--- src/rtl/wb_arbiter.sv ---
// Two-requester register-file writeback arbiter: 1-cycle registered write port, x0 writes dropped.
// Tie policy: fixed priority to req0 by default, round-robin when WB_ARB_RR_EN is defined.
module wb_arbiter #(
  parameter int ADDR_W = 5,
  parameter int DATA_W = 32
) (
  input  logic              i_clk,
  input  logic              i_rst,
  input  logic              i_req0_valid,
  input  logic [ADDR_W-1:0] i_req0_addr,
  input  logic [DATA_W-1:0] i_req0_data,
  output logic              o_req0_ready,
  input  logic              i_req1_valid,
  input  logic [ADDR_W-1:0] i_req1_addr,
  input  logic [DATA_W-1:0] i_req1_data,
  output logic              o_req1_ready,
  output logic              o_rw,
  output logic [ADDR_W-1:0] o_rd_addr,
  output logic [DATA_W-1:0] o_rd,
  output logic              o_grant_id
);

  logic              last_grant_q, last_grant_d;
  logic              rw_q, rw_d;
  logic [ADDR_W-1:0] rd_addr_q, rd_addr_d;
  logic [DATA_W-1:0] rd_q, rd_d;
  logic              grant_id_q, grant_id_d;

  logic              tie_pick1;
  logic              pick1;
  logic              xfer;
  logic [ADDR_W-1:0] sel_addr;
  logic [DATA_W-1:0] sel_data;

  // Which requester wins when both are valid in the same cycle.
  always_comb begin
`ifdef WB_ARB_RR_EN
    tie_pick1 = ~last_grant_q;
`else
    tie_pick1 = 1'b0;
`endif
  end

  always_comb begin
    pick1        = i_req1_valid & (~i_req0_valid | tie_pick1);
    o_req0_ready = ~i_rst & i_req0_valid & ~pick1;
    o_req1_ready = ~i_rst & i_req1_valid & pick1;
    xfer         = o_req0_ready | o_req1_ready;
    sel_addr     = pick1 ? i_req1_addr : i_req0_addr;
    sel_data     = pick1 ? i_req1_data : i_req0_data;
  end

  // Address/data/id only move on a real write so they hold across idle and x0 cycles.
  always_comb begin
    last_grant_d = last_grant_q;
    rw_d         = 1'b0;
    rd_addr_d    = rd_addr_q;
    rd_d         = rd_q;
    grant_id_d   = grant_id_q;
    if (xfer) begin
      last_grant_d = pick1;
      if (sel_addr != '0) begin
        rw_d       = 1'b1;
        rd_addr_d  = sel_addr;
        rd_d       = sel_data;
        grant_id_d = pick1;
      end
    end
  end

  always_ff @(posedge i_clk) begin
    if (i_rst) begin
      last_grant_q <= 1'b1;
      rw_q         <= 1'b0;
      rd_addr_q    <= '0;
      rd_q         <= '0;
      grant_id_q   <= 1'b0;
    end else begin
      last_grant_q <= last_grant_d;
      rw_q         <= rw_d;
      rd_addr_q    <= rd_addr_d;
      rd_q         <= rd_d;
      grant_id_q   <= grant_id_d;
    end
  end

  assign o_rw       = rw_q;
  assign o_rd_addr  = rd_addr_q;
  assign o_rd       = rd_q;
  assign o_grant_id = grant_id_q;

  a_one_ready: assert property (@(posedge i_clk) !(o_req0_ready && o_req1_ready));

endmodule

--- config.mk ---
export PLATFORM = sky130hd
export DESIGN_NAME = wb_arbiter
export DESIGN_NICKNAME = d
export VERILOG_FILES = /design/src/rtl/wb_arbiter.sv
export SDC_FILE = /design/constraint.sdc
export NUM_CORES = 1
export LEC_CHECK = 0
export CAP_MARGIN = 20
export CORE_MARGIN = 2
export CORE_UTILIZATION = 40
export DETAILED_ROUTE_END_ITERATION = 8
export GPL_ROUTABILITY_DRIVEN = 0
export PLACE_DENSITY = 0.75
export SYNTH_ARGS = -nofsm -noshare
export SYNTH_HDL_FRONTEND = slang
export SYNTH_SLANG_ARGS = --single-unit
--- constraint.sdc ---
create_clock -name i_clk -period 2.5 [get_ports i_clk]
set_clock_uncertainty 0.1 [all_clocks]
set_input_delay 0.375 -clock i_clk [delete_from_list [all_inputs] [get_ports i_clk]]
set_output_delay 0.375 -clock i_clk [all_outputs]
set_load 0.02 [all_outputs]
==> results.ini <==
[synthesis]
synth.distinct_cells = 27
ys_warn_count = 0
synthTopCellsByArea = dfxtp_1, a41oi_2, a22oi_1, nor3b_1, a31oi_1
synth_seq_cells = 39
synth_fp_nets = 429
syn_area_per_cell_sq_um = 8.348
synth_cells = 351
synth-seq-area-share = 0.2664
synth_top_area_frac = 0.2664
netlist_area_sq_mm = 0.002930
synth_area_leader_cell = dfxtp_1

[setup_path]
path_buf_inv = 2
path_max_fanout = 6
worstPathCellList = buf_2 > nand2b_1 > nor2_1 > clkdlybuf4s50_1
rrSetupSlack_ns = 1.48
crit_slowest_cell = clkdlybuf4s50_1
end_kind = primary output
worstSetupStartpointType = input pin
required_ns = 2.03
critPathMaxStageDelay_ns = 0.61
critical_path_arrival_ns = 1.59
criticalPathCategory = input pin to primary output
cp_top_family = buffers and inverters

[routing]
via_count = 3231
drc = 0
first_pass_iters = 4
dr.first_iter.drc_count = 158
antenna_left = 0
via_per_inst = 5.907
wl_mm = 9.078
wl_per_cell_um = 16.60

[cts]
clk_pin_slew_ns = 0.08
clock_latency_ns = 0.29
cts_tree = built
cts_hold_buf = 0
post_cts_buffers = 0
cts_resized = 0
clockRootBuffer = clkbuf_8
htree_num_levels = 2
cts_buffers = 5
cts_sinks = 39
clockBufferDepth = 2

[pwr]
p_int_mw = 1.333
irDropWorstVdd_uv = 268.5
power_density_mw_per_mm2 = 448.3
clkPwrFrac = 0.288
finalPower_mw = 1.911
switching_share = 0.3022
power_switching_mw = 0.5775
power_frac_seq = 0.373
combPwrFrac = 0.339
power_leakage_nw = 1.324

[placement]
hpwl_mm = 6.099
portBuffers = 118
dpl_worst_slack_ns = 0.2481
placed_area_sq_mm = 0.004145
placed_cells = 539

[global_route]
antenna_found_initial = 0
grt_pass1_wl_mm = 13.88
grt_usage = 0.2169
grt_overflow = 0
grt_pass1_vias = 3092
grt_max_degree = 55

[timing]
tightest_slew_ns = 0.5449
hold_viol = 0
max_freq_ghz = 0.4849
rsz0062_at_grt = false
fin_crit_ns = 2.062
fin_crit_sh = 0.8249
hold_ws_ns = 0.3896
finalSetupViolations = 0
layout_setup_ws_ns = 0.4378
relSlewSlack = 0.6368
drv_slew = 0
finalSetupTns_ns = 0

[floorplanning]
chipWidth_um = 89.59
die_area_sq_mm = 0.008026
row_count = 31
pin_count = 119
design.core.area_sq_mm = 0.007176
start_util = 0.4084
dieHeight_um = 89.59

[final_layout]
fin_cells = 547
nets = 525
antenna_cells = 0
final_util = 0.5941
syn2layout_area_growth_pct = 45.47
layout-drive-gt1-share = 0.1384
fin_area_sq_mm = 0.004263

[job]
cap_violations = 0

[hold_path]
min_path_type = flip-flop to flip-flop

[status]
run_status = finished clean

-- routing by layer --
layer  GRT usage  vias up  routed length [um]
met1      0.2487     1560                3706
met5           0        -                   0
met3     0.03839        9                 711
li1            -     1533                   -
met2      0.4064      129                4589
met4     0.06513        0                  71
-- Yosys cell counts --
master	number
nand2b_1	1
a41oi_2	31
dfxtp_1	39
a31oi_1	34
nor2b_1	2
o21ai_1	1
mux2i_2	1
a21oi_1	9
buf_2	3
clkbuf_1	31
a22oi_1	32
buf_6	6
or2_1	32
buf_1	3
nand3_1	35
a211oi_1	1
a41oi_1	1
nor3_1	2
o22ai_1	1
nor2_1	12
nor3b_1	32
and2_1	2
mux2i_1	3
nand2_1	33
inv_1	1
or2_2	1
mux2_4	2
-- cell usage in the layout (no fill, tap or decap), types with 2 or more instances in the layout --
cell / n
clkdlybuf4s50_1: 115
dfxtp_1: 39
nand3_1: 35
a31oi_1: 34
nand2_1: 33
a22oi_1: 32
or2_1: 32
nor3b_1: 32
a41oi_2: 31
buf_4: 13
nor2_1: 12
a21oi_1: 9
clkbuf_8: 6
mux2i_1: 3
buf_2: 3
mux2_4: 2
nor3_1: 2
-- worst min-delay path, delay by kind of cell, from the launching register on --
family	cells	cell delay, ns
compound gates	1	0.06
flops	1	0.33
simple gates	1	0.06
-- final timing paths --
kind,cells past startpoint,to,from
max,4,o_req1_ready,i_req0_valid
min,2,o_rd_addr[2],o_rd_addr[2]
max reg2reg,3,o_rd[5],o_rd[5]
min reg2reg,2,o_rd_addr[2],o_rd_addr[2]
-- registers in the layout, indices dropped and copies added (netlist names) --
register    flops
o_rd           32
o_rd_addr       5
o_grant_id      1
o_rw            1
-- layout make-up --
class / count / area (sq um)
Clock buffer: 6 / 82.58
Sequential cell: 39 / 780.7
Tap cell: 99 / 123.9
Clock inverter: 2 / 35.03
Timing Repair Buffer: 132 / 1284
Multi-Input combinational cell: 268 / 1953
Fill cell: 634 / 2913
Inverter: 1 / 3.754
-- cells by family after synthesis --
logic type | synth area share
AOI/OAI and AO/OA | 0.3514
buffers and inverters | 0.07301
DFF | 0.2664
muxes | 0.02519
and+or+nand+nor | 0.2839
-- power by group through the flow --
| stage | registers [mW] | logic [mW] | clock network [mW] |
|---|---|---|---|
| 2_1_floorplan | 0.786 | 0.275 | 0 |
| 3_3_place_gp | 0.725 | 0.637 | 0 |
| 3_5_place_dp | 0.726 | 0.648 | 0 |
| 4_1_cts | 0.712 | 0.650 | 0.565 |
| 5_1_grt | 0.720 | 0.691 | 0.595 |
| 6_report | 0.713 | 0.648 | 0.551 |
Power figures use the tool's default switching activity.
